**src/rtl/gray_step_sequencer.sv**
```systemverilog
// rtl/gray_step_sequencer.sv - command-driven Gray-code counter sequencer
// Accepts {start, dir, len} in IDLE, then steps the count once per unpaused cycle.
module gray_step_sequencer #(
    parameter int WIDTH = 4,
    parameter int LEN_W = 8
) (
    input  logic             clk,
    input  logic             rst_n,
    input  logic             cmd_valid,
    output logic             cmd_ready,
    input  logic [LEN_W-1:0] cmd_len,
    input  logic             cmd_dir,
    input  logic             cmd_load,
    input  logic [WIDTH-1:0] cmd_start_val,
    input  logic             pause,
    input  logic             abort,
    output logic [WIDTH-1:0] bin_out,
    output logic [WIDTH-1:0] gray_out,
    output logic             step,
    output logic             wrap,
    output logic             busy,
    output logic             done
);

    typedef enum logic [1:0] {
        S_IDLE = 2'd0,
        S_RUN  = 2'd1,
        S_DONE = 2'd2
    } state_t;

    localparam logic [WIDTH-1:0] BIN_MAX = '1;
    localparam logic [WIDTH-1:0] BIN_MIN = '0;
    localparam logic [LEN_W-1:0] LEN_ONE = LEN_W'(1);
    localparam logic [LEN_W-1:0] LEN_ZERO = '0;

    state_t           state_q, state_d;
    logic [WIDTH-1:0] bin_q, bin_d;
    logic [LEN_W-1:0] rem_q, rem_d;
    logic             dir_q, dir_d;
    logic             step_q, step_d;
    logic             wrap_q, wrap_d;

    always_ff @(posedge clk) begin
        if (!rst_n) begin
            state_q <= S_IDLE;
            bin_q   <= '0;
            rem_q   <= '0;
            dir_q   <= 1'b0;
            step_q  <= 1'b0;
            wrap_q  <= 1'b0;
        end else begin
            state_q <= state_d;
            bin_q   <= bin_d;
            rem_q   <= rem_d;
            dir_q   <= dir_d;
            step_q  <= step_d;
            wrap_q  <= wrap_d;
        end
    end

    always_comb begin
        state_d = state_q;
        bin_d   = bin_q;
        rem_d   = rem_q;
        dir_d   = dir_q;
        step_d  = 1'b0;
        wrap_d  = 1'b0;
        case (state_q)
            S_IDLE: begin
                if (cmd_valid) begin
                    dir_d = cmd_dir;
                    rem_d = cmd_len;
                    // A load only repositions the counter; it is not a step.
                    if (cmd_load) begin
                        bin_d = cmd_start_val;
                    end
                    state_d = (cmd_len != LEN_ZERO) ? S_RUN : S_DONE;
                end
            end
            S_RUN: begin
                // Abort outranks both pause and a pending final step.
                if (abort) begin
                    state_d = S_IDLE;
                end else if (!pause) begin
                    bin_d  = dir_q ? (bin_q + 1'b1) : (bin_q - 1'b1);
                    rem_d  = rem_q - 1'b1;
                    step_d = 1'b1;
                    wrap_d = dir_q ? (bin_q == BIN_MAX) : (bin_q == BIN_MIN);
                    if (rem_q == LEN_ONE) begin
                        state_d = S_DONE;
                    end
                end
            end
            S_DONE: begin
                state_d = S_IDLE;
            end
            default: begin
                state_d = S_IDLE;
            end
        endcase
    end

    assign cmd_ready = (state_q == S_IDLE);
    assign busy      = (state_q == S_RUN);
    assign done      = (state_q == S_DONE);
    assign bin_out   = bin_q;
    assign gray_out  = bin_q ^ (bin_q >> 1);
    assign step      = step_q;
    assign wrap      = wrap_q;

endmodule

```
**config.mk**
```make
export PLATFORM = sky130hd
export DESIGN_NAME = gray_step_sequencer
export DESIGN_NICKNAME = d
export VERILOG_FILES = /design/src/rtl/gray_step_sequencer.sv
export SDC_FILE = /design/constraint.sdc
export NUM_CORES = 1
export LEC_CHECK = 0
export ABC_AREA = 0
export CAP_MARGIN = 20
export CORE_UTILIZATION = 40
export CTS_BUF_LIST = sky130_fd_sc_hd__clkbuf_8
export DETAILED_ROUTE_END_ITERATION = 8
export HOLD_SLACK_MARGIN = 0.05
export PLACE_DENSITY = 0.79
export SYNTH_ARGS = -nofsm -noshare
export SYNTH_HDL_FRONTEND = slang
export SYNTH_SLANG_ARGS = --single-unit
```
**constraint.sdc**
```tcl
create_clock -name clk -period 2.75 [get_ports clk]
set_input_delay 0.55 -clock clk [delete_from_list [all_inputs] [get_ports clk]]
set_output_delay 0.55 -clock clk [all_outputs]
set_load 0.01 [all_outputs]
```
Word level (Yosys, flattened, before mapping)
Cells that the tools add are included.
{"block": "totals", "ff_bits": 17, "inputBits": 19, "out_inout_bits": 13, "elab_cells": 50}
{"block": "classes", "addsub": 3, "eq_ne": 10, "mux": 18, "bitwise_logic": 3, "reduce_logical": 10}
{"operator": "2-to-1 mux 8 bit", "n": 3}
{"operator": "2-to-1 mux 4 bit", "n": 5}
{"operator": "one-hot mux 8 bit (2 select lines)", "n": 1}
{"operator": "2-to-1 mux 2 bit", "n": 5}
{"operator": "== test 8 x 1 -> 1 bit (second input constant)", "n": 1}
{"operator": "one-hot mux 4 bit (2 select lines)", "n": 1}
{"operator": "nonzero test 8 bit", "n": 1}
{"operator": "subtractor 8 x 1 -> 8 bit (second input constant)", "n": 1}
{"operator": "!= test 2 bit (second input constant)", "n": 3}
{"operator": "AND reduction 5 bit", "n": 1}
{"operator": "adder 4 x 1 -> 4 bit (second input constant)", "n": 1}
{"operator": "== test 4 bit (second input constant)", "n": 1}
{"operator": "logical NOT 4 bit", "n": 1}
{"operator": "one-hot mux 2 bit (2 select lines)", "n": 1}
{"operator": "AND reduction 4 bit", "n": 1}
{"operator": "OR reduction 4 bit", "n": 1}
{"operator": "subtractor 4 x 1 -> 4 bit (second input constant)", "n": 1}
{"operator": "XOR 4 x 3 -> 4 bit", "n": 1}
{"operator": "!= test 3 x 2 -> 1 bit (second input constant)", "n": 1}
{"operator": "!= test 3 bit (second input constant)", "n": 1}
{"operator": "AND reduction 3 bit", "n": 1}
{"operator": "OR reduction 3 bit", "n": 1}
{"operator": "== test 2 x 1 -> 1 bit (second input constant)", "n": 1}
{"operator": "== test 2 bit (second input constant)", "n": 1}
{"operator": "other kinds (6)", "n": 8}

Depth between registers and ports, before layout
{"block": "depth", "ltp_word": 5, "ltp_mapped": 7, "ltp_nobuf": 6}

Least setup slack after synthesis
OpenSTA, ideal clock, no wires.
{"block": "synth_path", "path_type": "reg2reg", "start": "reg bin_q[2] (netlist: bin_out[2])", "end": "reg bin_q[3] (netlist: bin_out[3])", "setup_ps": 120, "arrival_ps": 1736, "required_ps": 2630, "slack_ps": 894, "path_stages_with_launch": 6, "n_path_buf": 0, "period_less_slack_ps": 1856, "cell_sequence": "dfxtp_1 ha_1 and3_1 or3_1 and4_1 o31a_1"}
{"block": "synth_between", "elab_chain_len": 5, "elab_cells_between_ends": 6, "classes_between": "add/sub: 2; mux: 4"}
{"item": "start, declared", "line_no": "37", "rtl": "logic [WIDTH-1:0] bin_q, bin_d;"}
{"item": "start signal, assigned", "line_no": "53", "rtl": "bin_q <= bin_d;"}
{"item": "subtractor 4 x 1 -> 4 bit / adder 4 x 1 -> 4 bit (equally long branches)", "line_no": "85", "rtl": "bin_d = dir_q ? (bin_q + 1'b1) : (bin_q - 1'b1);"}
{"item": "2-to-1 mux 4 bit *", "line_no": "85"}
{"item": "2-to-1 mux 4 bit *", "line_no": "84", "rtl": "end else if (!pause) begin"}
{"item": "2-to-1 mux 4 bit *", "line_no": "82", "rtl": "if (abort) begin"}
{"item": "one-hot mux 4 bit (2 select lines) *", "line_no": "68", "rtl": "case (state_q)"}
Mark *: on every way between the ends. The rest lies on a longest branch, timed or not. The select of a mux whose other input is x is not followed.
A chain may end at the register's enable or synchronous reset.

Final worst setup path
{"block": "layout_path", "start": "reg state_q[1]", "end": "out busy"}
{"block": "layout_between", "elab_chain_len": 1}
{"item": "start, declared", "line_no": "36", "rtl": "state_t state_q, state_d;"}
{"item": "start signal, assigned", "line_no": "52", "rtl": "state_q <= state_d;"}
{"item": "== test 2 x 1 -> 1 bit", "line_no": "104", "rtl": "assign busy = (state_q == S_RUN);"}
{"item": "end, declared", "line_no": "21", "rtl": "output logic busy,"}
Every way passes these cells.

==> flow_summary_export.csv <==
group,metric,value,unit
setup_path,worst-path-stages,3,
pwr,swShare,0.3110,
drt,vias,1124,
clocking,clk_latency,250,ps
drt,wl,2928,um
floorplanning,ios,32,
drt,drc,0,
clocking,htree_num_levels,1,
clocking,cts_setup_buffers,0,
global_routing,antenna_found_initial,0,
pwr,p_comb_frac,0.322,
status,status,"complete, no violations",
pwr,p_per_area,464.2,nW/um^2
min_path,hold_path.class,"register to register",
min_path,hold_path_depth,2,
clocking,path_clk_slew,70,ps
job,maxCapViolCount,0,
setup_path,worst_path_max_delay_cell,"clkdlybuf4s50_1",
yosys,synth.area.top_cells,"dfxtp_1 30%, ha_1 8.8%, a21oi_1 5.7%",
setup_path,timing.rr.start,"dir_q",
yosys,syn_nets,167,
finish,instances_no_fill,198,
clocking,clock_sinks,17,
clocking,cts_buffers,3,
place,dp_cells,194,
finish,nFillCells,266,
floorplanning,die_h,55.35,um
finish,drive_gt1_frac,0.05952,
setup_path,endpoint,"busy",
setup_path,cp-startpoint,"state_q[1]",
yosys,yosys.area.top_type,"dfxtp_1",
drt,avgViaCountPerCell,5.677,
setup_path,r2r_cells,6,
drt,drtIter0Drc,23,
place,dpl.hpwl,2211,um
setup_path,critPathTopFamily,"buffers and inverters",
setup_path,worst_path_largest_cell_delay,620,ps
pwr,power_frac_seq,0.419,
sta,relSlewSlack,0.5972,
pwr,ir_drop,0.3205,mV
finish,final_area,1499,um^2
setup_path,path_class,"register to output pin",
finish,mostFrequentLayoutCells,"31 x clkdlybuf4s50_1, 17 x dfxtp_1, 13 x a21oi_1",
sta,slew_viol_final,0,
yosys,seq_area_frac_synth,0.2989,
setup_path,crit_fanout,12,
yosys,synth_seq_cells,17,
setup_path,endpoint_kind,"output pin",
sta,maxClockFrequency,414.5,MHz
place,io_buffers,31,
setup_path,worstSetupStartpointType,"register",
sta,fin_skew,7.216,ps
setup_path,r2r-end,"bin_out[3]",
floorplanning,row_count,18,
floorplanning,initial_core_util,0.4396,
finish,layout.nets,197,
yosys,synth.avg_cell_area,8.191,um^2
clocking,root_buffer,"clkbuf_8",
global_routing,grt_usage,0.1953,
drt,drt_pre_antenna_iters,4,
floorplanning,fp.dieW,55.35,um
setup_path,critPathRequiredTime,2200,ps
setup_path,crit_chain,"nand2b_1, inv_1, clkdlybuf4s50_1",
pwr,p_switching,216.4,uW
global_routing,grt_max_degree,18,
setup_path,worst-r2r-setup-slack,780,ps
global_routing,grt_pass1_wl,4809,um
floorplanning,coreArea,2590,um^2
place,gp_congestion,0.8072,
yosys,netlist_area,1139,um^2
yosys,synth_cells,139,
global_routing,grt_pass1_vias,1099,
sta,fin_crit,2412,ps
sta,rsz0062_at_grt,"false",
place,dpl-instance-area,1454,um^2
clocking,cts_tree,"done",
sta,post-route-period-util,0.8772,
yosys,netlist-cell-type-count,43,
finish,final_common_cell,"clkdlybuf4s50_1",
drt,ant_nets,0,
global_routing,grt_overflow,0,
pwr,power_leakage,0.0005869,uW
sta,worstMarginPinSlew,598.6,ps
sta,hold_viol,0,
setup_path,path_buf_inv,2,
sta,setup-tns-final,0,ps
floorplanning,dieArea,3064,um^2
sta,setup_viol,0,
drt,routedWlPerCell,14.79,um
yosys,synth.top_cell.area_share,0.2989,
finish,syn2layout_area_growth,31.65,%
setup_path,cp.arrival,1860,ps
clocking,cts_buffer_depth,2,
clocking,ctsHoldBuffers,0,
finish,diodes,0,
pwr,p_int,479.3,uW
pwr,power_frac_clock,0.260,
yosys,yosys_warnings,0,
clocking,cts_resized,0,
==> cell usage after synthesis, drive strengths merged <==
master and instances:
mux2i 1, or3 1, nor2 11, o21ai 6, nand3 3, nor3 3, mux2 2, a22o 1
nor2b 2, inv 10, xnor2 1, nand3b 1, a221oi 1, o32a 1, or3b 1, o21a 6
nor3b 2, a21boi 2, a21o 2, a211oi 3, a31oi 1, nor4 4, clkbuf 3, and3 1
o221a 1, a311oi 1, nand2 10, o211ai 1, ha 8, o31a 1, nand2b 5, buf 4
fa 1, or4 2, dfxtp 17, nand4 1, xor2 1, a21oi 15, and4 2
==> how the worst min path moves through the flow <==
stage / end / from
after floorplan: rem_q[3] / rem_q[3]
after global placement: rem_q[3] / rem_q[3]
after detailed placement: rem_q[3] / rem_q[3]
after CTS: rem_q[3] / rem_q[3]
after global routing: rem_q[3] / rem_q[3]
final: rem_q[3] / rem_q[3]
==> flip-flops by register name (all words and copies together) (netlist names) <==
| name | count |
|---|---|
| bin_out | 4 |
| dir_q | 1 |
| rem_q | 8 |
| state_q | 2 |
| step | 1 |
| wrap | 1 |
==> worst register-to-register path, delay by kind of cell (launching register included) <==
| kind | cells | cell delay, ps |
|---|---|---|
| flip-flops | 1 | 380 |
| AND/OR/NAND/NOR | 3 | 760 |
| adder cells (fa/ha/maj) | 1 | 330 |
| buffers and inverters | 1 | 110 |
| AO/OA/AOI/OAI | 1 | 280 |
==> stage by stage <==
stage / hold WS, ps / utilization / power, uW / setup slack [ps]
detailed placement: 510.4 / 0.5614 / 518.0 / 475.2
global route: 542.9 / 0.5787 / 738.6 / 253.0
floorplan: 479.3 / - / 429.3 / 894.3
CTS: 517.6 / 0.5787 / 699.4 / 372.1
global placement: 499.4 / 0.5614 / 508.3 / 511.3
finish: 519.2 / 0.5787 / 695.7 / 337.7
==> area by class of cell <==
class / count / area (um^2) / area share
timing repair buffer: 32 / 317.8 / 0.2120
sequential: 17 / 340.3 / 0.2270
clock buffer: 3 / 41.29 / 0.02755
inverter: 10 / 37.54 / 0.02504
multi-input combinational: 105 / 720.7 / 0.4808
tap: 30 / 37.54 / 0.02504
clock inverter: 1 / 3.754 / 0.002504
==> kinds of logic (layout without fill, tap and decap cells) <==
family          after synthesis  after routing  share of synthesized area
simple gates                 49             49                     0.2308
compound gates               42             42                     0.2528
flops                        17             17                     0.2989
buf+inv                      17             46                    0.06814
fa+ha+maj                     9              9                     0.1055
mux                           3              3                    0.02857
xor+xnor                      2              2                    0.01539
==> layer usage <==
metal,vias up,GRT usage,wire (um),share of wire
met5,-,0,0,0
met4,0,0.04643,13,0.0044
met3,2,0.03279,136,0.046
met2,35,0.3941,1515,0.52
met1,531,0.2046,1262,0.43
li1,556,-,-,-
==> power by group through the flow <==
| stage | sequential (uW) | combinational, uW | clock [uW] |
|---|---|---|---|
| global route | 295 | 246 | 197 |
| finish | 291 | 224 | 181 |
| global placement | 294 | 214 | 0 |
| detailed placement | 296 | 222 | 0 |
| CTS | 291 | 224 | 185 |
| floorplan | 291 | 138 | 0 |
Power figures use the tool's default switching activity.
